**config.mk**
```make
export PLATFORM = sky130hd
export DESIGN_NAME = keypad_entry
export DESIGN_NICKNAME = d
export VERILOG_FILES = /design/src/rtl/keypad_pkg.sv /design/src/rtl/keypad_scan.sv /design/src/rtl/keypad_entry.sv
export SDC_FILE = /design/constraint.sdc
export NUM_CORES = 1
export LEC_CHECK = 0
export CORE_MARGIN = 5
export CORE_UTILIZATION = 35
export CTS_CLUSTER_SIZE = 24
export DETAILED_ROUTE_END_ITERATION = 8
export GPL_TIMING_DRIVEN = 0
export PLACE_DENSITY = 0.66
export SLEW_MARGIN = 20
export SYNTH_ARGS = -nofsm -noshare
export SYNTH_HDL_FRONTEND = slang
export SYNTH_SLANG_ARGS = --single-unit
```
**constraint.sdc**
```tcl
create_clock -name clk -period 3.3 [get_ports clk]
set_clock_uncertainty 0.05 [all_clocks]
set_input_delay 0.66 -clock clk [delete_from_list [all_inputs] [get_ports clk]]
set_output_delay 0.66 -clock clk [all_outputs]
set_load 0.005 [all_outputs]
```
**src/rtl/keypad_pkg.sv**
```systemverilog
// Shared types and constants for the keypad entry block: debounce state
// encoding, frame result encoding and the physical key map.
package keypad_pkg;

  typedef enum logic [1:0] {
    DEB_IDLE     = 2'd0,
    DEB_DEBOUNCE = 2'd1,
    DEB_HELD     = 2'd2,
    DEB_RELEASE  = 2'd3
  } deb_state_t;

  typedef enum logic [1:0] {
    FRAME_NONE  = 2'd0,
    FRAME_KEY   = 2'd1,
    FRAME_MULTI = 2'd2
  } frame_t;

  // Key code per matrix position, indexed by {row, col}.
  // row0: 1 2 3 A / row1: 4 5 6 B / row2: 7 8 9 C / row3: E(*) 0 F(#) D
  localparam logic [15:0][3:0] KEY_MAP = {
    4'hD, 4'hF, 4'h0, 4'hE,
    4'hC, 4'h9, 4'h8, 4'h7,
    4'hB, 4'h6, 4'h5, 4'h4,
    4'hA, 4'h3, 4'h2, 4'h1
  };

  function automatic logic [3:0] key_lookup(input logic [3:0] pos);
    return KEY_MAP[pos];
  endfunction

endpackage

```
**src/rtl/keypad_scan.sv**
```systemverilog
// Matrix scanner: synchronises the rows, sweeps the columns, classifies
// each full sweep (frame) and debounces presses and releases frame by frame.
module keypad_scan
  import keypad_pkg::*;
#(
  parameter int SCAN_DIV     = 50000,
  parameter int DEBOUNCE_CNT = 4
) (
  input  logic       clk,
  input  logic       rst,
  input  logic [3:0] row,
  output logic [3:0] col,
  output logic       key_pulse,
  output logic [3:0] key_code
);

  localparam int DW = (SCAN_DIV > 1) ? $clog2(SCAN_DIV) : 1;
  localparam int CW = $clog2(DEBOUNCE_CNT + 1);

  logic [3:0]    row_meta;
  logic [3:0]    row_sync;
  logic [DW-1:0] div_cnt;
  logic [1:0]    col_idx;
  logic          div_last;
  logic          frame_end;

  logic [3:0]    low_rows;
  logic [2:0]    col_hits;
  logic [1:0]    col_row;
  logic [1:0]    acc_hits;
  logic [3:0]    acc_idx;
  logic [2:0]    hit_sum;
  logic [1:0]    tot_hits;
  logic [3:0]    cur_idx;
  frame_t        frame_res;
  logic [3:0]    frame_key;

  deb_state_t    state;
  deb_state_t    state_nxt;
  logic [3:0]    cand;
  logic [3:0]    cand_nxt;
  logic [CW-1:0] cnt;
  logic [CW-1:0] cnt_nxt;
  logic          accept;
  logic          pulse_nxt;
  logic [3:0]    code_nxt;

  assign div_last  = (div_cnt == DW'(SCAN_DIV - 1));
  assign frame_end = div_last && (col_idx == 2'd3);
  assign low_rows  = ~row_sync;

  // Two-flop synchroniser for the asynchronous row inputs (idle = pulled up)
  always_ff @(posedge clk) begin
    if (rst) begin
      row_meta <= 4'hF;
      row_sync <= 4'hF;
    end else begin
      row_meta <= row;
      row_sync <= row_meta;
    end
  end

  // Column dwell counter and rotating active-low column drive
  always_ff @(posedge clk) begin
    if (rst) begin
      div_cnt <= '0;
      col_idx <= 2'd0;
      col     <= 4'b1110;
    end else if (div_last) begin
      div_cnt <= '0;
      col_idx <= col_idx + 2'd1;
      col     <= {col[2:0], col[3]};
    end else begin
      div_cnt <= div_cnt + DW'(1);
    end
  end

  // Per-column decode: number of low rows and the lowest low row
  always_comb begin
    col_hits = 3'(low_rows[0]) + 3'(low_rows[1]) + 3'(low_rows[2]) + 3'(low_rows[3]);
    if (low_rows[0])      col_row = 2'd0;
    else if (low_rows[1]) col_row = 2'd1;
    else if (low_rows[2]) col_row = 2'd2;
    else if (low_rows[3]) col_row = 2'd3;
    else                  col_row = 2'd0;
  end

  // Merge this column's sample with the frame so far; hit count saturates at 2
  always_comb begin
    hit_sum   = 3'(acc_hits) + col_hits;
    tot_hits  = (hit_sum >= 3'd2) ? 2'd2 : hit_sum[1:0];
    cur_idx   = (acc_hits == 2'd0) ? {col_row, col_idx} : acc_idx;
    frame_key = key_lookup(cur_idx);
    case (tot_hits)
      2'd0:    frame_res = FRAME_NONE;
      2'd1:    frame_res = FRAME_KEY;
      default: frame_res = FRAME_MULTI;
    endcase
  end

  // Frame accumulator: collects samples at the end of each column dwell
  always_ff @(posedge clk) begin
    if (rst) begin
      acc_hits <= 2'd0;
      acc_idx  <= 4'd0;
    end else if (frame_end) begin
      acc_hits <= 2'd0;
      acc_idx  <= 4'd0;
    end else if (div_last) begin
      acc_hits <= tot_hits;
      acc_idx  <= cur_idx;
    end else begin
      acc_hits <= acc_hits;
      acc_idx  <= acc_idx;
    end
  end

  // Debounce state register with registered key outputs
  always_ff @(posedge clk) begin
    if (rst) begin
      state     <= DEB_IDLE;
      cand      <= 4'd0;
      cnt       <= '0;
      key_pulse <= 1'b0;
      key_code  <= 4'd0;
    end else begin
      state     <= state_nxt;
      cand      <= cand_nxt;
      cnt       <= cnt_nxt;
      key_pulse <= pulse_nxt;
      key_code  <= code_nxt;
    end
  end

  // Debounce next state; cnt counts matching press frames, then release frames
  always_comb begin
    state_nxt = state;
    cand_nxt  = cand;
    cnt_nxt   = cnt;
    accept    = 1'b0;
    if (frame_end) begin
      case (state)
        DEB_IDLE: begin
          if (frame_res == FRAME_KEY) begin
            cand_nxt  = frame_key;
            cnt_nxt   = CW'(1);
            state_nxt = DEB_DEBOUNCE;
          end else begin
            state_nxt = DEB_IDLE;
          end
        end
        DEB_DEBOUNCE: begin
          if (frame_res == FRAME_KEY && frame_key == cand) begin
            if (int'(cnt) + 1 >= DEBOUNCE_CNT) begin
              accept    = 1'b1;
              cnt_nxt   = '0;
              state_nxt = DEB_HELD;
            end else begin
              cnt_nxt = cnt + CW'(1);
            end
          end else if (frame_res == FRAME_KEY) begin
            cand_nxt = frame_key;
            cnt_nxt  = CW'(1);
          end else begin
            cnt_nxt   = '0;
            state_nxt = DEB_IDLE;
          end
        end
        DEB_HELD: begin
          if (frame_res == FRAME_NONE) begin
            cnt_nxt   = CW'(1);
            state_nxt = DEB_RELEASE;
          end else begin
            state_nxt = DEB_HELD;
          end
        end
        DEB_RELEASE: begin
          if (frame_res == FRAME_NONE) begin
            if (int'(cnt) + 1 >= DEBOUNCE_CNT) begin
              cnt_nxt   = '0;
              state_nxt = DEB_IDLE;
            end else begin
              cnt_nxt = cnt + CW'(1);
            end
          end else begin
            cnt_nxt   = '0;
            state_nxt = DEB_HELD;
          end
        end
        default: begin
          cnt_nxt   = '0;
          state_nxt = DEB_IDLE;
        end
      endcase
    end else begin
      state_nxt = state;
    end
  end

  // Output decode: one pulse per accepted press, code held until the next one
  always_comb begin
    pulse_nxt = accept;
    if (accept) code_nxt = cand;
    else        code_nxt = key_code;
  end

endmodule

```
**src/rtl/keypad_entry.sv**
```systemverilog
// Keypad number entry: accumulates debounced key presses into a hex or
// decimal value, commits it on enter and clears on clr or a radix change.
module keypad_entry
  import keypad_pkg::*;
#(
  parameter int SCAN_DIV     = 50000,
  parameter int DEBOUNCE_CNT = 4,
  parameter int NUM_DIGITS   = 8
) (
  input  logic        clk,
  input  logic        rst,
  input  logic [3:0]  row,
  output logic [3:0]  col,
  input  logic        base,
  input  logic        enter,
  input  logic        clr,
  output logic        key_pulse,
  output logic [3:0]  key_code,
  output logic [31:0] entry,
  output logic [3:0]  digit_cnt,
  output logic [31:0] data,
  output logic        data_valid
);

  logic        base_prev;
  logic        base_chg;
  logic        room;
  logic        key_ok;
  logic [31:0] dec_val;
  logic [31:0] hex_val;
  logic [31:0] entry_nxt;
  logic [3:0]  cnt_nxt;
  logic [31:0] data_nxt;
  logic        valid_nxt;

  keypad_scan #(
    .SCAN_DIV     (SCAN_DIV),
    .DEBOUNCE_CNT (DEBOUNCE_CNT)
  ) u_scan (
    .clk       (clk),
    .rst       (rst),
    .row       (row),
    .col       (col),
    .key_pulse (key_pulse),
    .key_code  (key_code)
  );

  assign base_chg = base ^ base_prev;
  assign room     = (digit_cnt < 4'(NUM_DIGITS));
  assign key_ok   = base ? (key_code <= 4'd9) : 1'b1;
  assign dec_val  = (entry << 3) + (entry << 1) + {28'd0, key_code};
  assign hex_val  = {entry[27:0], key_code};

  // Event priority: clear/radix change, then commit, then digit entry
  always_comb begin
    entry_nxt = entry;
    cnt_nxt   = digit_cnt;
    data_nxt  = data;
    valid_nxt = 1'b0;
    if (clr || base_chg) begin
      entry_nxt = 32'd0;
      cnt_nxt   = 4'd0;
    end else if (enter) begin
      data_nxt  = entry;
      valid_nxt = 1'b1;
      entry_nxt = 32'd0;
      cnt_nxt   = 4'd0;
    end else if (key_pulse && key_ok && room) begin
      entry_nxt = base ? dec_val : hex_val;
      cnt_nxt   = digit_cnt + 4'd1;
    end else begin
      entry_nxt = entry;
    end
  end

  // Accumulator, commit register and radix edge detector
  always_ff @(posedge clk) begin
    if (rst) begin
      base_prev  <= 1'b0;
      entry      <= 32'd0;
      digit_cnt  <= 4'd0;
      data       <= 32'd0;
      data_valid <= 1'b0;
    end else begin
      base_prev  <= base;
      entry      <= entry_nxt;
      digit_cnt  <= cnt_nxt;
      data       <= data_nxt;
      data_valid <= valid_nxt;
    end
  end

endmodule

```
Yosys cells after proc, flatten, opt, wreduce, memory -nomap -nowiden
Memories as Yosys holds them, arrays and structs flattened.
Index checks and enable logic that the tools add are counted.
{"block": "totals", "n_memories": 1, "word_cells": 102, "output_inout_bits": 78, "inputBits": 9, "reg_bits": 120, "romBits": 64}
{"block": "op_classes", "order_cmp": 5, "bitwise_logic": 3, "n_reduce_logical": 18, "addsub": 11, "n_mux": 33, "n_eq_ne": 14}
{"memory": "(name not given)", "words": 16, "width": 4, "rd": 1, "rd_ports_with_merged_regs": 0, "write_ports": 0, "line": "keypad_pkg.sv:28", "rtl": "return KEY_MAP[pos];"}
{"operator": "adder 32 bit", "n": 1}
{"operator": "adder 32 x 4 -> 32 bit", "n": 1}
{"operator": "greater-or-equal comparator 32 x 4 -> 1 bit (second input constant)", "n": 1}
{"operator": "two-way mux 32 bit", "n": 1}
{"operator": "two-way mux 2 bit", "n": 10}
{"operator": "adder 16 x 1 -> 16 bit (second input constant)", "n": 1}
{"operator": "== test 16 bit (second input constant)", "n": 1}
{"operator": "two-way mux 4 bit", "n": 4}
{"operator": "two-way mux 3 bit", "n": 5}
{"operator": "one-hot mux 3 bit (4 select lines)", "n": 1}
{"operator": "two-way mux 1 bit", "n": 9}
{"operator": "zero test 2 bit", "n": 4}
{"operator": "one-hot mux 2 bit (4 select lines)", "n": 1}
{"operator": "one-hot mux 4 bit (2 select lines)", "n": 1}
{"operator": "adder 3 x 1 -> 3 bit", "n": 2}
{"operator": "== test 2 x 1 -> 1 bit (second input constant)", "n": 3}
{"operator": "== test 2 bit (second input constant)", "n": 3}
{"operator": "inequality test 3 bit (second input constant)", "n": 2}
{"operator": "AND reduction 3 bit", "n": 2}
{"operator": "OR reduction 2 bit", "n": 3}
{"operator": "< comparator 4 x 5 -> 1 bit (second input constant)", "n": 1}
{"operator": "adder 3 x 1 -> 4 bit (second input constant)", "n": 1}
{"operator": "adder 4 x 1 -> 4 bit (second input constant)", "n": 1}
{"operator": "== test 4 bit", "n": 1}
{"operator": "other kinds (20)", "n": 24}

Depth between registers and ports, before layout
Gate-level depths: netlist (run 1).
{"block": "depth", "ltp_word": 14, "ltp_mapped": 17, "mapped_depth_nobuf": 17}

Modules after synthesis
From an unflattened synthesis (run 1), not the netlist that was laid out.
{"block": "hier_totals", "cells_unflattened": 906, "area_unflattened_um2": 7319.5}
{"mod": "keypad_entry", "cells_per_inst": 594, "seq_area_each_um2": 1401.3, "instances": 1, "area_each_um2": 4672.0}
{"mod": "keypad_scan", "cells_per_inst": 312, "seq_area_each_um2": 1001.0, "instances": 1, "area_each_um2": 2647.5}

Worst setup path after synthesis (run 1)
OpenSTA, ideal clock, no wires.
{"block": "synth_timing", "kind": "register to register", "start": "register u_scan.key_code[3]", "end": "register entry[26]", "arrival_time_ns": 3.186, "synth_period_minus_slack_ns": 3.306, "setup_ns": 0.070, "required_time_ns": 3.180, "stages_incl_launch_ff": 12, "path_slack_ns": -0.006, "path_buffers": 0, "cell_sequence": "dfxtp_1 -> fa_1 -> ha_1 -> nor2b_1 -> o31a_1 -> o311ai_0 -> a21oi_1 -> a311oi_1 -> o21bai_1 -> a21oi_1 -> mux2_2 -> a21oi_1"}
{"block": "synth_via", "elab_chain_len": 4, "elab_cells_between_ends": 6, "classes_between": "add/sub (1); order compare (1); mux (2); reduce/logical (2)"}
{"item": "from (decl)", "line": "keypad_scan.sv:14", "rtl": "output logic [3:0] key_code"}
{"item": "from (signal assigned)", "line": "keypad_scan.sv:131", "rtl": "key_code <= code_nxt;"}
{"item": "branches (longest 4 deep; another with adder 32 x 4 -> 32 bit)"}
{"item": "to (signal assigned)", "line": "keypad_entry.sv:86", "rtl": "entry <= entry_nxt;"}
{"item": "to (decl)", "line": "keypad_entry.sv:19", "rtl": "output logic [31:0] entry,"}
Several ways; the timed one is not identified.
A chain may end at the register's enable or synchronous reset.

Final worst setup path (run 1)
{"block": "layout_timing", "start": "register entry[0]", "end": "register entry[27]"}
{"block": "layout_via", "elab_chain_len": 3}
{"item": "adder 32 bit", "line": "keypad_entry.sv:51", "rtl": "assign dec_val = (entry << 3) + (entry << 1) + {28'd0, key_code};"}
{"item": "adder 32 x 4 -> 32 bit", "line": "keypad_entry.sv:51"}
{"item": "two-way mux 32 bit", "line": "keypad_entry.sv:69", "rtl": "entry_nxt = base ? dec_val : hex_val;"}
Every way passes these cells.

==> results_dict.tcl, run 1 <==
set metrics [dict create \
    crit_path_start "entry[0]" \
    synth_ff_type "dfxtp_1" \
    grt_pass1_wl_microns 32700 \
    timing.rr.end "entry[27]" \
    synth_warnings 0 \
    routed_via_density 5.27 \
    synth-edff-count 0 \
    cp.required_ns 3.57 \
    synth_compound_area_share_pct 19.0 \
    crit_type "reg2reg" \
    fmax_mhz 313 \
    yosysSeqAreaShare_pct 34.4 \
    status "complete, no violations" \
    largestRegisters "data x32, entry x32, u_scan.div_cnt x16" \
    cts-root-buf "clkbuf_16" \
    clkLatencyLatePin_ns 0.42 \
    setup_tns_ns 0 \
    synth_area_leaders "dfxtp_1 34%, ha_1 12%, a21oi_1 7.8%" \
    r2r_slack_ns 0.11 \
    hpwl_microns 14500 \
    synth_fa_ha_area_share_pct 13.5 \
    worstHoldPathCells 1 \
    whs_ns 0.358 \
    syn_area_per_cell_sq_um 8.16 \
    finalSetupViolCount 0 \
    finalCriticalPeriod_ns 3.19 \
    synth_top_family_by_area "simple AND/OR/NAND/NOR gates" \
    fp.dieH_microns 151 \
    hold_path_end "u_scan.row_sync[2]" \
    h-tree-depth 4 \
    drtAntennaViolNets 0 \
    overflow 0 \
    port_buffers 84 \
    tightest_slew_ns 0.816 \
    rr_worst_depth 11 \
    synthMuxAreaShare_pct 2.72 \
    relSlewSlack_pct 45.6 \
    wl_per_cell_microns 16.2 \
    async_flop_share_pct 0 \
    synth_common_cells "120 x dfxtp_1, 115 x nand2_1, 109 x a21oi_1, 83 x nor2_1, 69 x ha_1" \
    drtIter0Drc 460 \
    fin_crit_sh_pct 96.7 \
    path_clk_slew_ns 0.06 \
    dr.pass1.iters 5 \
    num_antenna_cells 0 \
    cts_tree "built" \
    num_vias 6590 \
    syn-num-nets 938 \
    crit_fanout 6 \
    grt_pass1_vias 6226 \
    min_from "u_scan.row_meta[2]" \
    hold_viol 0 \
    yosys.area_share.simple_pct 21.3 \
    syn_inst 856 \
    ios 87 \
    syn_area_sq_um 6990 \
    syn_to_final_growth_pct 29.5 \
    grtUsageTotal_pct 18.1 \
    grt_start_max_net_pins 17 \
    r2r_start "entry[0]" \
    synth_cell_type_count 65 \
    layout-drive-gt1-share_pct 10.9 \
    rows 51 \
    synthXorXnorAreaFrac_pct 5.50 \
    arrival_ns 3.47 \
    fp.coreArea_sq_um 19600 \
    cap_violations 0 \
    hp-class "reg2reg" \
    drc 0 \
    initial_core_util_pct 35.7 \
    ys_seq_elements 120 \
    p_per_area_nw_per_um2 387 \
    yosysMostFrequentCell "dfxtp_1" \
    startpoint_type "flop" \
    power.leakage_uw 0.00363 \
    cts_buffer_depth 2 \
    die_area_sq_um 22900 \
    die_x_microns 151 \
    layout.nets 1055 \
    yosysTopAreaCell "dfxtp_1" \
    drt-total-wl_microns 20300 \
    endpoint_kind "flop" \
    numClockSinks 120 \
    place.gp.congestion 0.912 \
    synth_top_area_share_pct 34.4 \
    drv_slew 0 \
    ir_drop_uv 334 \
    antenna_found_initial 1 \
    cts_buffers 17 \
]
==> critical path: stages, from the launching register on <==
cell and delay (ns):
dfxtp_4 0.37, fa_2 0.59, ha_1 0.23, a21oi_1 0.20
nor2_1 0.10, o21ai_1 0.31, and3_1 0.32, o31ai_4 0.12
a21boi_0 0.27, xnor2_1 0.16, mux2i_1 0.10, a211oi_1 0.27
==> kinds of logic (layout without fill, tap and decap cells) <==
group,count (synthesis),count (layout)
compound gates,220,220
simple gates,315,315
buf+inv,67,196
mux,18,18
xor+xnor,43,43
fa+ha+maj,73,73
flops,120,120
==> area by class of cell <==
class	instances	area, sq um
fill	1938	10500
sequential	120	2430
buffer	34	128
tap	265	332
multi-input combinational	669	4490
inverter	32	120
timing repair buffer	99	953
clock inverter	12	151
clock buffer	19	443
==> placed cells by master (no fill, tap or decap), types with 10 or more instances in the layout <==
master / instances
a211oi_1: 19
a21oi_1: 107
and3_1: 12
buf_4: 15
clkbuf_1: 31
clkbuf_16: 17
clkdlybuf4s50_1: 84
dfxtp_1: 104
dfxtp_2: 12
ha_1: 68
inv_1: 30
mux2i_1: 14
nand2_1: 113
nand3_1: 17
nor2_1: 82
nor3_1: 16
o21ai_0: 33
or2_2: 10
xnor2_1: 26
xor2_1: 16
==> timing repair <==
| action | in CTS | in global routing |
|---|---|---|
| pin swaps | 5 | 14 |
| cloned | 0 | 0 |
| endpoints found under the setup margin | 21 | 22 |
| buffers inserted | 2 | 13 |
| hold buffers | 0 | 0 |
| gates resized for setup | 21 | 32 |
==> worst max path at each step <==
stage	slack (ns)	to
after global placement	-0.53	entry[30]
after CTS	-0.06	entry[30]
after global routing	-0.08	entry[31]
after detailed placement	-0.47	entry[26]
after floorplan	0.05	u_scan.cand[1]
final	0.11	entry[27]
==> metal layers <==
metal | vias to the layer above | global-route usage, % | part of all wire, %
met5 | - | 0 | 0.054
met4 | 2 | 5.58 | 1.5
met3 | 25 | 4.70 | 6.5
met2 | 216 | 27.3 | 44
met1 | 3089 | 25.4 | 48
li1 | 3258 | - | -
==> power breakdown <==
group	switching (uW)	internal (uW)	total [uW]
logic	104	52.1	156
registers	4.81	1460	1460
clock network	684	1200	1880
==> metrics by stage <==
stage / total power [uW] / instance area (sq um) / setup slack [ns] / cells / util, %
after floorplan: 1590 / 7000 / 0.0526 / 856 / -
after global placement: 1640 / 8170 / -0.527 / 1205 / 41.7
after detailed placement: 1640 / 8170 / -0.470 / 1205 / 41.7
after CTS: 3520 / 8850 / -0.0612 / 1238 / 45.2
after global routing: 3610 / 9050 / -0.0827 / 1250 / 46.2
final: 3500 / 9050 / 0.109 / 1250 / 46.2
Power figures use the tool's default switching activity.
==> run 2, diff against run 1 <==
CTS_BUF_LIST = sky130_fd_sc_hd__clkbuf_4 sky130_fd_sc_hd__clkbuf_8   (was default)
SLEW_MARGIN = 10   (was 20)
==> run 2 against run 1 <==
Net effect:
- worst setup slack improved by 0.0048 ns
- critical path depth up 3
- sequential cell count did not move
- critical endpoint is now entry[12]
- sequential share of layout area increased by 0.65 points
- largest power group is now sequential cells
- combinational power barely moved
==> results_dict.tcl, run 2 (synthesized netlist as in run 1, its figures left out) <==
set metrics [dict create \
    initial_core_util_pct 35.7 \
    r2r_slack_ns 0.11 \
    timing.rr.end "entry[12]" \
    finalSetupViolCount 0 \
    p_per_area_nw_per_um2 338 \
    fp.dieH_microns 151 \
    nFillCells 1972 \
    finalCriticalPeriod_ns 3.19 \
    antenna_found_initial 1 \
    cap_violations 0 \
    die_area_sq_um 22900 \
    r2r_start "entry[1]" \
    num_vias 6527 \
    power.leakage_uw 0.00355 \
    port_buffers 84 \
    rr_worst_depth 14 \
    final_common_cell "nand2_1" \
    path_delay_family "compound AO/OA/AOI/OAI gates" \
    syn_to_final_growth_pct 26.7 \
    ios 87 \
    cts_buffer_depth 2 \
    dr.pass1.iters 5 \
    drtAntennaViolNets 0 \
    status "complete, no violations" \
    setup_tns_ns 0 \
    fmax_mhz 314 \
    layout-drive-gt1-share_pct 11.5 \
    hold_path_end "u_scan.row_sync[2]" \
    drt-total-wl_microns 20100 \
    startpoint_type "flop" \
    final_cell_mix "113 x nand2_1, 107 x a21oi_1, 99 x dfxtp_1, 84 x clkdlybuf4s50_1, 82 x nor2_1" \
    drtIter0Drc 518 \
    crit_chain "ha_1 -> ha_1 -> inv_1 -> fa_2 -> nor2b_2 -> o31a_1 -> buf_4 -> buf_4 -> or3_1 -> a31o_2 -> a21oi_1 -> xnor2_1 -> mux2i_1 -> a211oi_1" \
    hp-class "reg2reg" \
    worstHoldPathCells 1 \
    clkLatencyLatePin_ns 0.44 \
    arrival_ns 3.49 \
    fin_crit_sh_pct 96.5 \
    crit_buf_inv 3 \
    die_x_microns 151 \
    cp.required_ns 3.61 \
    num_antenna_cells 0 \
    path_clk_slew_ns 0.08 \
    ir_drop_uv 245 \
    register_area_sq_um 2440 \
    h-tree-depth 4 \
    crit_type "reg2reg" \
    critPathMaxStageDelay_ns 0.41 \
    endpoint_kind "flop" \
    drc 0 \
    tightest_slew_ns 0.842 \
    wl_per_cell_microns 16.1 \
    final_area_sq_um 8860 \
    grt_pass1_vias 6224 \
    cts-root-buf "clkbuf_8" \
    final_util_pct 45.2 \
    hold_viol 0 \
    min_from "u_scan.row_meta[2]" \
    cp.depth 14 \
    cts_buffers 17 \
    crit_slowest_cell "dfxtp_2" \
    rows 51 \
    cts_tree "built" \
    place.gp.congestion 0.912 \
    grt_start_max_net_pins 17 \
    fp.coreArea_sq_um 19600 \
    overflow 0 \
    multi_input_area_sq_um 4480 \
    drv_slew 0 \
    hpwl_microns 14500 \
    numClockSinks 120 \
    crit_fanout 6 \
    layout.nets 1055 \
    grtUsageTotal_pct 17.9 \
    relSlewSlack_pct 43.9 \
    routed_via_density 5.22 \
    grt_pass1_wl_microns 32400 \
    largestRegisters "data x32, entry x32, u_scan.div_cnt x16" \
    dpl_cell_area_sq_um 8170 \
]
## run 2: final cells by class
class                           count  share of cell area (%)
Timing Repair Buffer               99                    10.8
Multi-Input combinational cell    669                    50.6
Buffer                             34                    1.44
Tap cell                          265                    3.74
Sequential cell                   120                    27.5
Clock buffer                       19                    2.88
Clock inverter                     12                    1.71
Inverter                           32                    1.36
## run 2: metal layers
| metal | global-route usage (%) | wire (microns) | share of wire [%] |
|---|---|---|---|
| met5 | 0 | 11 | 0.055 |
| met4 | 5.26 | 334 | 1.7 |
| met3 | 4.16 | 1330 | 6.6 |
| met2 | 27.1 | 8810 | 44 |
| met1 | 25.4 | 9660 | 48 |
## run 2: timing repair
action,CTS,global route
pin swaps,6,10
hold buffers,0,0
buffers inserted,4,11
resized for setup,22,35
setup endpoints to repair,21,21
gates cloned,0,0
endpoints found under the hold margin,0,0
## run 2: worst max-delay path by stage
stage / start / end / slack [ns]
finish: entry[1] / entry[12] / 0.11
global route: u_scan.key_code[3] / entry[27] / -0.06
CTS: u_scan.key_code[3] / entry[30] / -0.02
detailed placement: entry[2] / entry[26] / -0.47
global placement: entry[0] / entry[30] / -0.53
floorplan: u_scan.row_sync[1] / u_scan.cand[1] / 0.05
## run 2: report_power, final
part | internal, uW | switching (uW) | total, uW
clock network | 767 | 614 | 1380
logic | 51.4 | 104 | 155
registers | 1450 | 4.80 | 1460
total | 2270 | 722 | 2990
## run 2: through the flow
stage | instances | hold WS, ns | power, uW | worst slack [ns]
2_1_floorplan | 856 | 0.339 | 1590 | 0.0526
3_3_place_gp | 1205 | 0.343 | 1640 | -0.527
3_5_place_dp | 1205 | 0.345 | 1640 | -0.470
4_1_cts | 1240 | 0.362 | 3010 | -0.0204
5_1_grt | 1250 | 0.368 | 3110 | -0.0615
6_report | 1250 | 0.361 | 2990 | 0.114
